--- config.mk ---
export PLATFORM = sky130hd
export DESIGN_NAME = circ_write_buffer
export DESIGN_NICKNAME = d
export VERILOG_FILES = /design/src/rtl/circ_buf_pkg.sv /design/src/rtl/buf_wr_window.sv /design/src/rtl/circ_write_buffer.sv
export SDC_FILE = /design/constraint.sdc
export NUM_CORES = 1
export LEC_CHECK = 0
export BUFFER_PORTS_ARGS = -buffer_cell sky130_fd_sc_hd__clkbuf_2
export CORE_MARGIN = 2
export CORE_UTILIZATION = 53
export CTS_CLUSTER_SIZE = 28
export DETAILED_ROUTE_END_ITERATION = 12
export GPL_TIMING_DRIVEN = 1
export PLACE_DENSITY = 0.7
export SYNTH_ARGS = -nofsm -noshare
export SYNTH_HDL_FRONTEND = slang
export SYNTH_SLANG_ARGS = --single-unit
--- constraint.sdc ---
create_clock -name clk -period 3.7 [get_ports clk]
set_input_delay 0 -clock clk [delete_from_list [all_inputs] [get_ports clk]]
set_output_delay 0 -clock clk [all_outputs]
set_load 0.05 [all_outputs]
--- src/rtl/circ_buf_pkg.sv ---
// circ_buf_pkg: shared width and modulo-pointer helpers for the circular write buffer
package circ_buf_pkg;

    function automatic int ptr_width(input int depth);
        return (depth > 1) ? $clog2(depth) : 1;
    endfunction

    function automatic int cnt_width(input int depth);
        return $clog2(depth + 1);
    endfunction

    // Explicit modulo so non-power-of-two depths wrap correctly
    function automatic int mod_add(input int ptr, input int n, input int depth);
        return (ptr + n) % depth;
    endfunction

endpackage

--- src/rtl/buf_wr_window.sv ---
// buf_wr_window: one-hot-run write-enable mask of WRITE_SIZE slots starting at wr_ptr, wrapping
module buf_wr_window
    import circ_buf_pkg::*;
#(
    parameter int DEPTH      = 8,
    parameter int WRITE_SIZE = 2,
    localparam int PTR_W     = ptr_width(DEPTH)
) (
    input  logic [PTR_W-1:0] wr_ptr,
    input  logic             push,
    output logic [DEPTH-1:0] we
);

    // Mark WRITE_SIZE consecutive slots, modulo DEPTH, only when a push happens
    always_comb begin
        we = '0;
        for (int j = 0; j < WRITE_SIZE; j++)
            we[PTR_W'(mod_add(int'(wr_ptr), j, DEPTH))] = push;
    end

endmodule

--- src/rtl/circ_write_buffer.sv ---
// circ_write_buffer: circular buffer pushing WRITE_SIZE words and popping READ_SIZE words per handshake
module circ_write_buffer
    import circ_buf_pkg::*;
#(
    parameter int DEPTH      = 8,
    parameter int WIDTH      = 16,
    parameter int WRITE_SIZE = 2,
    parameter int READ_SIZE  = 1,
    localparam int PTR_W     = ptr_width(DEPTH),
    localparam int CNT_W     = cnt_width(DEPTH)
) (
    input  logic                        clk,
    input  logic                        rst_n,
    input  logic                        flush,
    input  logic                        wr_valid,
    output logic                        wr_ready,
    input  logic [WRITE_SIZE*WIDTH-1:0] wr_data,
    output logic                        rd_valid,
    input  logic                        rd_ready,
    output logic [READ_SIZE*WIDTH-1:0]  rd_data,
    output logic [CNT_W-1:0]            count,
    output logic                        full,
    output logic                        empty
);

    logic [PTR_W-1:0] wr_ptr;
    logic [PTR_W-1:0] rd_ptr;
    logic [WIDTH-1:0] mem [DEPTH];
    logic [WIDTH-1:0] slot_data [DEPTH];
    logic [DEPTH-1:0] we;
    logic             push;
    logic             pop;

    // Which incoming word lands in a slot: its distance from wr_ptr, clamped when outside the window
    function automatic int win_idx(input int slot, input int base);
        int j;
        j = mod_add(slot, DEPTH - base, DEPTH);
        return (j < WRITE_SIZE) ? j : 0;
    endfunction

    // Room check uses registered count only, so a same-cycle pop never opens the write side
    assign wr_ready = (DEPTH - int'(count)) >= WRITE_SIZE;
    assign rd_valid = int'(count) >= READ_SIZE;
    assign full     = int'(count) == DEPTH;
    assign empty    = count == '0;
    assign push     = wr_valid & wr_ready;
    assign pop      = rd_valid & rd_ready;

    buf_wr_window #(
        .DEPTH      (DEPTH),
        .WRITE_SIZE (WRITE_SIZE)
    ) u_window (
        .wr_ptr (wr_ptr),
        .push   (push & ~flush),
        .we     (we)
    );

    // Route each incoming word to the storage slot it targets
    always_comb begin
        for (int i = 0; i < DEPTH; i++)
            slot_data[i] = wr_data[WIDTH*win_idx(i, int'(wr_ptr)) +: WIDTH];
    end

    // First-word fall-through read window starting at rd_ptr
    always_comb begin
        for (int k = 0; k < READ_SIZE; k++)
            rd_data[k*WIDTH +: WIDTH] = mem[PTR_W'(mod_add(int'(rd_ptr), k, DEPTH))];
    end

    // Pointers and occupancy; flush overrides both handshakes
    always_ff @(posedge clk or negedge rst_n) begin
        if (!rst_n) begin
            wr_ptr <= '0;
            rd_ptr <= '0;
            count  <= '0;
        end else if (flush) begin
            wr_ptr <= '0;
            rd_ptr <= '0;
            count  <= '0;
        end else begin
            if (push)
                wr_ptr <= PTR_W'(mod_add(int'(wr_ptr), WRITE_SIZE, DEPTH));
            if (pop)
                rd_ptr <= PTR_W'(mod_add(int'(rd_ptr), READ_SIZE, DEPTH));
            count <= CNT_W'(int'(count) + (push ? WRITE_SIZE : 0) - (pop ? READ_SIZE : 0));
        end
    end

    // Storage: only slots inside the active write window change
    always_ff @(posedge clk or negedge rst_n) begin
        if (!rst_n) begin
            for (int i = 0; i < DEPTH; i++)
                mem[i] <= '0;
        end else begin
            for (int i = 0; i < DEPTH; i++)
                if (we[i])
                    mem[i] <= slot_data[i];
        end
    end

endmodule

==> results.yml, run 1 <==
synthesis:
  netlist_instances: 714
  ys_seq_elements: 137
  synth-edff-count: 0
  async_flop_share: 1.00
  yosysSeqAreaShare: 0.446
  yosys_most_used_dff: "dfrtp_1"
  synth_area_leaders: "dfrtp_1 (45%), mux2i_1 (12%), mux4_2 (9.4%), mux2_2 (7.0%), nand2_1 (6.4%)"
  yosys.area.top_type_share: 0.446
  yosys.area.top_type: "dfrtp_1"
  syn_nets: 771
  ys_types: 40
  synth_area_per_cell_um2: 10.8
  syn-cell-area_um2: 7690
  yosysWarnings: 0
cts:
  cts_buffers: 17
  post_cts_buffers: 0
  clk_latency_ns: 0.43
  cts_root_buf: "clkbuf_16"
  cts_hold_buffers: 37
  clk_path_buf_depth: 2
  clock_sinks: 137
  cts_resized: 0
  cts_tree: "built"
  clk_pin_slew_ns: 0.06
  cts_max_level: 4
die:
  rows: 44
  io_pins: 61
  floorplan.initialDensity: 0.535
  coreArea_um2: 14400
  die_h_um: 124
  die_area_um2: 15500
  fp.dieW_um: 124
route:
  drt-wirelength-per-cell_um: 19.7
  vias_per_cell: 5.61
  route.detailed.drc: 0
  num_vias: 5634
  firstDrtPassIters: 5
  wirelength_um: 19800
  drtAntennaViolNets: 0
  drt_iter0_markers: 529
power:
  powerDensity_nw_per_um2: 814
  peakVddDrop_mv: 0.517
  p_total_mw: 7.39
  p_leak_nw: 4.97
worst_setup_path:
  r2r_cells: 14
  path_buf_inv: 4
  cp-end-kind: "flip-flop"
  endpoint: "count[3]"
  path_cells: "inv_1 -> ha_1 -> a21boi_0 -> a31oi_4 -> buf_4 -> and2_1 -> nand2_1 -> ha_1 -> inv_1 -> ha_1 -> inv_1 -> fa_1 -> xnor2_1 -> nor2_1"
  r2r-end: "count[3]"
  slowest_delay_ns: 0.42
  crit_start: "count[0]"
  crit_fanout: 13
  slowest_stage: "dfrtp_1"
  cp.required_ns: 4.00
  critPathArrivalTime_ns: 3.21
  r2r_setup_slack_ns: 0.80
  critPathKind: "reg2reg"
  cp.depth: 14
  cp-start-kind: "flip-flop"
  critPathTopFamily: "adder cells"
  timing.rr.start: "count[0]"
global_routing:
  grt_pass1_wl_um: 31800
  grt_pass1_vias: 6015
  track_usage: 0.267
  grt_max_degree: 82
  antenna_found_initial: 0
  gr-total-overflow: 0
min_path:
  hold_class: "in2async"
placed_design:
  numPortBuffers: 60
  gp_congestion: 0.836
  dp_slack_ns: 0.790
  dpl.hpwl_um: 12400
  place_area_um2: 8160
sta:
  slew_viol_final: 0
  hold_ws_ns: 0.184
  rsz0062_at_grt: "no"
  setup_viol: 0
  clock_skew_ns: 0.00547
  maxSlewHeadroom: 0.299
  tightest_slew_ns: 1.05
  tns_ns: 0
  period_needed_ns: 2.90
  hold_violations: 0
  setup_ws_ns: 0.796
  period_share: 0.785
  fmaxAchievable_mhz: 344
final_layout:
  area_growth_pct: 18.1
  drive_gt1_frac: 0.247
  stdcell_area_um2: 9080
  nets: 865
  n_antenna_cell: 0
outcome:
  status: "finished clean"
flow_run:
  drv_cap: 0
-- placed cells by master (no fill, tap or decap), drive strengths merged, types with 2 or more instances in the layout --
cell | netlist | routed
dfrtp | 137 | 137
mux4 | 32 | 32
inv | 127 | 127
and3 | 2 | 2
nor3 | 4 | 4
clkbuf | 21 | 82
a31o | 3 | 3
clkinv | 1 | 8
a21oi | 4 | 4
nor2b | 4 | 4
and2 | 3 | 3
ha | 19 | 19
dlygate4sd3 | 0 | 37
nor2 | 8 | 8
nand4 | 6 | 6
nand2 | 131 | 131
mux2 | 48 | 48
nand3 | 5 | 5
o21ai | 36 | 36
buf | 15 | 15
mux2i | 96 | 96
nor3b | 2 | 2
-- how the worst min path moves through the flow --
stage	to	slack, ns	cells after the start
detailed placement	mem[40]	0.10	1
finish	mem[40]	0.18	2
CTS	mem[40]	0.22	2
global placement	mem[56]	0.1	1
floorplan	count[0]	-0.30	0
global route	mem[40]	0.26	2
-- routing by layer --
| layer | part of all wire | vias to the layer above | global-route usage |
|---|---|---|---|
| met1 | 0.43 | 2834 | 0.359 |
| met2 | 0.48 | 209 | 0.432 |
| met5 | 0 | - | 0 |
| met4 | 0.030 | 0 | 0.118 |
| met3 | 0.059 | 55 | 0.0442 |
| li1 | - | 2536 | - |
-- report_power, final --
part	leakage (nW)	switching (mW)	internal, mW
Combinational	3.14	2.02	1.32
Clock	0.276	0.640	0.968
Sequential	1.55	0.353	2.09
-- state kept, by name, summed over array words and instances (netlist names) --
register and cells:
mem 128, count 4, rd_ptr 3, wr_ptr 2
-- synth_stat cells (5+ instances only) --
cell type and number:
dfrtp_1 137, nand2_1 131, inv_1 126, mux2i_1 96
mux2_2 48, o21ai_0 33, mux4_2 32, clkbuf_1 20
ha_1 19, nor2_1 8, buf_2 5, buf_6 5
-- final cells by class --
cell class | count | area, µm²
fill | 1110 | 5290
clock buffer | 23 | 478
multi-input combinational | 413 | 3590
tap | 184 | 230
inverter | 128 | 480
clock inverter | 9 | 72.6
timing repair buffer | 111 | 795
sequential | 137 | 3430
-- through the flow --
step,utilization,cells
6_report,0.632,1005
5_1_grt,0.632,1005
4_1_cts,0.632,1005
3_5_place_dp,0.568,936
3_3_place_gp,0.568,936
2_1_floorplan,-,714
-- kinds of logic (layout without fill, tap and decap cells) --
logic type,after synthesis,count (layout),share of synthesized area
AOI/OAI and AO/OA,49,49,0.0400
xor gates and xnor gates,1,1,0.00114
adders and majority gates,20,20,0.0335
buffers and inverters,164,271,0.0879
DFF,137,137,0.446
muxes,176,176,0.289
and+or+nand+nor,167,167,0.103
-- worst register-to-register path, cell delays in order (launching register included) --
cell and delay [ns]:
dfrtp_1 0.42, inv_1 0.13, ha_1 0.28, a21boi_0 0.18, a31oi_4 0.16, buf_4 0.26
and2_1 0.20, nand2_1 0.08, ha_1 0.27, inv_1 0.05, ha_1 0.13, inv_1 0.05
fa_1 0.37, xnor2_1 0.14, nor2_1 0.05
No activity file was read; power rests on OpenSTA's default activity.
==> inputs of run 2 (changes only) <==
- ABC_AREA: default -> 1
- PLACE_DENSITY: 0.7 -> 0.72
- clock period: 3.7 -> 2.4 ns (I/O delays scaled with it)
==> results.yml, run 2 <==
min_path:
  hold_class: "in2reg"
  whs_endpoint: "mem[42]"
  hold_start: "wr_data[26]"
  min_path_cells: 5
final_layout:
  largest_register_ffs: 128
  area_growth_pct: 16.7
  stdcell_area_um2: 9540
  layout_commonest_cell: "nand2_1"
  regMostFlops: "mem"
  drive_gt1_frac: 0.155
  fin_cells: 1334
  n_antenna_cell: 0
  final_cell_mix: "nand2_1 (274), nor2_1 (167), nand4_1 (136), dfrtp_1 (132), o21ai_0 (66)"
  nets: 1190
  top_regs: "mem x128, count x4, rd_ptr x3"
synthesis:
  netlist_instances: 1098
  synth-edff-count: 0
  syn-cell-area_um2: 8180
  ys_seq_elements: 137
  yosysMostFrequentCell: "nand2_1"
  synth_compound_area_frac: 0.139
  synth_area_per_cell_um2: 7.45
  synth-adder-area-share: 0.0315
  yosys.area.top_type: "dfrtp_1"
  synth_top_family_by_area: "simple AND/OR/NAND/NOR gates"
  yosysSeqAreaShare: 0.419
  yosys_most_used_dff: "dfrtp_1"
  yosys.area.top_type_share: 0.419
  yosysWarnings: 0
  syn_nets: 1155
  ys_types: 25
  synth.mux.area_fraction: 0
  ys_top_cells_by_count: "nand2_1 (278), nor2_1 (171), dfrtp_1 (137)"
  async_flop_share: 1.00
  synth_area_leaders: "dfrtp_1 (42%), nand2_1 (13%), nand4_1 (10%), nor2_1 (7.8%), o32ai_1 (6.9%)"
  synth_simple_gate_area_share: 0.327
  synth_xor_area_frac: 0.00107
power:
  p_leak_nw: 4.80
  p_total_mw: 14.1
  powerDensity_nw_per_um2: 1480
  peakVddDrop_mv: 1.03
die:
  floorplan.initialDensity: 0.540
  io_pins: 61
  rows: 45
  die_area_um2: 16400
  die_h_um: 128
  coreArea_um2: 15100
  fp.dieW_um: 128
placed_design:
  dp_slack_ns: -0.0651
  place_area_um2: 8830
  placedCellCount: 1292
  gp_congestion: 0.892
  numPortBuffers: 60
  dpl.hpwl_um: 17000
sta:
  clock_skew_ns: 0.0111
  rsz0062_at_grt: "yes"
  setup_ws_ns: 0.00412
  slew_viol_final: 0
  maxSlewHeadroom: 0.528
  period_share: 0.998
  period_needed_ns: 2.40
  tightest_slew_ns: 0.707
  fmaxAchievable_mhz: 417
  setup_viol: 0
  hold_violations: 0
cts:
  clk_path_buf_depth: 2
  clk_latency_ns: 0.43
  cts_max_level: 4
  clock_sinks: 137
  cts_tree: "built"
  cts_buffers: 17
  clk_pin_slew_ns: 0.06
  cts_root_buf: "clkbuf_16"
worst_setup_path:
  cp-end-kind: "flip-flop"
  cp.required_ns: 2.72
  timing.rr.start: "count[0]"
  critPathArrivalTime_ns: 2.71
  crit_fanout: 5
  r2r-end: "count[2]"
  critPathKind: "reg2reg"
  r2r_cells: 15
  r2r_setup_slack_ns: 0.004
  cp-start-kind: "flip-flop"
route:
  wirelength_um: 27000
  drt-wirelength-per-cell_um: 20.2
  firstDrtPassIters: 5
  route.detailed.drc: 0
  num_vias: 8530
  drt_iter0_markers: 1228
  drtAntennaViolNets: 0
  vias_per_cell: 6.39
global_routing:
  track_usage: 0.341
  grt_max_degree: 132
  gr-total-overflow: 0
  grt_pass1_wl_um: 43700
  antenna_found_initial: 0
  grt_pass1_vias: 8074
flow_run:
  drv_cap: 0
outcome:
  status: "finished clean"
run 2: cell count changes after synthesis, sizes merged, moves of 64 or more:
cell | previous run | this run
inv | 127 | 59
mux2i | 96 | 0
nand2 | 131 | 279
o32ai | 0 | 64
nor2 | 8 | 171
nand4 | 6 | 136
run 2: kinds of logic (layout without fill, tap and decap cells):
kind of cell	after synthesis	in the layout
xor gates and xnor gates	1	1
DFF	137	137
and+or+nand+nor	612	612
AOI/OAI and AO/OA	169	169
buffers and inverters	159	207
adders and majority gates	20	20
run 2: per-stage QoR:
step / TNS (ns) / utilization / hold WS, ns
3_5_place_dp: -0.0651 / 0.583 / 0.0478
4_1_cts: 0 / 0.625 / 0.0405
2_1_floorplan: -0.553 / - / -0.296
6_report: 0 / 0.630 / 0.0603
5_1_grt: -0.187 / 0.630 / 0.0778
3_3_place_gp: 0 / 0.583 / 0.0468
run 2: layout make-up:
cell class                 count  area [µm²]
inverter                      60         240
tap                          188         235
multi-input combinational    802        4180
sequential                   137        3430
timing repair buffer         115         881
clock buffer                  24         482
clock inverter                 8        95.1
fill                        1369        5600
run 2: layer usage:
metal	GRT usage	wire length (µm)	vias up
met1	0.486	11500	4016
met3	0.0914	2830	83
met5	0	0	-
li1	-	-	3881
met4	0.131	760	0
met2	0.497	11900	550
run 2: critical path, stage by stage, from the launching register on:
cell	delay, ns
dfrtp_2	0.43
inv_4	0.09
ha_4	0.17
inv_2	0.05
nand2_2	0.07
nand2_2	0.06
nor2_2	0.11
nand3_2	0.13
a21oi_4	0.15
inv_2	0.06
ha_4	0.21
inv_2	0.06
ha_4	0.12
inv_2	0.03
fa_2	0.52
nor2_2	0.04
run 2: how the worst max path moves through the flow:
stage | cells after the start | startpoint | to
final | 15 | count[0] | count[2]
after global routing | 16 | count[0] | count[3]
after CTS | 15 | count[0] | count[2]
after floorplan | 18 | count[1] | count[2]
after detailed placement | 15 | count[1] | count[2]
after global placement | 15 | count[1] | count[2]
run 2: repair_timing:
item                                    in CTS  in global routing
hold buffers                                 3                  0
pin swaps                                    1                  7
endpoints found under the hold margin       71                  0
gates resized for setup                      2                 15
endpoints found under the setup margin       2                 29
buffers inserted                             2                  5
run 2: where the power goes:
group	switching [mW]	leakage, nW	internal, mW
combinational	5.35	2.69	2.45
sequential	0.531	1.83	3.19
clock	1.00	0.280	1.60
==> inputs of run 3 (changes only) <==
- BUFFER_PORTS_ARGS: -buffer_cell sky130_fd_sc_hd__clkbuf_2 -> default
- CTS_BUF_LIST: default -> sky130_fd_sc_hd__clkbuf_4
- CTS_CLUSTER_SIZE: 28 -> 20
- DONT_BUFFER_PORTS: default -> 1
- PLACE_DENSITY: 0.72 -> 0.69
==> results.yml, run 3 (synthesized netlist as in run 2, its figures left out) <==
sta:
  rsz0062_at_grt: "yes"
  period_share: 0.993
  setup_viol: 0
  period_needed_ns: 2.38
  hold_violations: 137
  hold_ws_ns: -0.891
  fmaxAchievable_mhz: 419
  clock_skew_ns: 0.0221
  slew_viol_final: 0
  tightest_slew_ns: 1.19
  maxSlewHeadroom: 0.202
  tns_ns: 0
  setup_ws_ns: 0.0161
global_routing:
  use_met2: 0.513
  grt_pass1_wl_um: 44600
  grt_max_degree: 138
  grt-busiest-layer: "met1"
  grt_pass1_vias: 7763
  track_usage: 0.351
  grt_use_met3: 0.0764
  use_met1: 0.520
  antenna_found_initial: 3
  gr-total-overflow: 0
cts:
  clk_path_buf_depth: 2
  clock_sinks: 137
  cts_root_buf: "clkbuf_4"
  clk_latency_ns: 0.58
  clk_pin_slew_ns: 0.13
  cts_max_level: 4
  cts_buffers: 17
  cts_tree: "built"
  cts_hold_buffers: 42
outcome:
  status: "finished, violations left"
  failed_checks: "negative hold slack"
route:
  num_vias: 8555
  vias_per_cell: 6.44
  firstDrtPassIters: 6
  drt-wirelength-per-cell_um: 21.6
  wirelength_um: 28700
  drt_iter0_markers: 1388
  route.detailed.drc: 0
  drtAntennaViolNets: 0
power:
  p_leak_nw: 4.65
  powerDensity_nw_per_um2: 1410
  peakVddDrop_mv: 0.872
final_layout:
  top_regs: "mem x128, count x4, rd_ptr x3"
  final_cell_mix: "nand2_1 (274), nor2_1 (167), nand4_1 (136), dfrtp_1 (132), o21ai_0 (66)"
  fin_cells: 1329
  layout_commonest_cell: "nand2_1"
  drive_gt1_frac: 0.122
  area_growth_pct: 15.8
  regMostFlops: "mem"
  nets: 1182
  largest_register_ffs: 128
min_path:
  hold_class: "in2async"
placed_design:
  placedCellCount: 1245
  dpl.hpwl_um: 16700
  numPortBuffers: 0
  gp_congestion: 0.883
  dp_slack_ns: -0.00884
worst_setup_path:
  cp-end-kind: "flip-flop"
  crit_fanout: 4
  cp.required_ns: 2.88
  timing.rr.start: "count[2]"
  critPathArrivalTime_ns: 2.86
  cp-start-kind: "flip-flop"
  critPathKind: "reg2reg"
  crit_start: "count[2]"
die:
  fp.dieW_um: 128
  floorplan.initialDensity: 0.540
  coreArea_um2: 15100
  die_h_um: 128
  rows: 45
  io_pins: 61
  die_area_um2: 16400
flow_run:
  drv_cap: 0
run 3: layout make-up:
cell class | count | area (µm²)
Antenna cell | 3 | 7.51
Clock buffer | 17 | 128
Clock inverter | 15 | 229
Fill cell | 1336 | 5670
Inverter | 60 | 245
Multi-Input combinational cell | 802 | 4220
Sequential cell | 137 | 3430
Tap cell | 188 | 235
Timing Repair Buffer | 107 | 976
run 3: stage by stage:
stage,instance area [µm²],power [mW],utilization
floorplan,8260,8.84,-
global placement,8510,10.7,0.562
detailed placement,8510,10.8,0.562
CTS,9340,12.8,0.617
global route,9470,14.1,0.625
finish,9470,13.3,0.626
run 3: path summary, 6_finish.rpt:
check | endpoint | slack, ns | depth (start not counted)
min in group clk | rd_ptr[2] | 0.13 | 3
worst min register to register | mem[36] | 0.49 | 2
worst max-delay path | count[2] | 0.02 | 14
worst max register to register | count[2] | 0.02 | 14
worst min-delay path | rd_ptr[2] | -0.89 | 0
max in group asynchronous | mem[47] | 2.98 | 0
run 3: repair_timing:
action | in CTS | in global routing
pin swaps | 1 | 9
setup buffers | 2 | 5
setup endpoints to repair | 11 | 55
hold endpoints to repair | 274 | 137
resized for setup | 5 | 22
run 3: report_power, final:
part / internal [mW] / switching (mW) / leakage (nW) / total [mW]
Clock: 1.02 / 0.917 / 0.182 / 1.94
Combinational: 2.41 / 5.28 / 2.64 / 7.69
Sequential: 3.18 / 0.531 / 1.83 / 3.71
Total: 6.61 / 6.72 / 4.65 / 13.3
run 3: worst max-delay path, stage by stage, from the launching register on:
cell	delay, ns
dfrtp_2	0.44
inv_2	0.09
ha_4	0.16
nand3_1	0.12
nand3_2	0.11
nand3_1	0.11
nand2_2	0.08
a21oi_4	0.16
inv_2	0.06
ha_4	0.20
inv_2	0.05
ha_4	0.12
inv_2	0.03
fa_2	0.51
nor2_2	0.03
run 3: metal layers:
metal | vias up | share of wire
li1 | 3868 | -
met1 | 4069 | 0.42
met2 | 550 | 0.45
met3 | 68 | 0.10
met4 | 0 | 0.024
met5 | - | 0
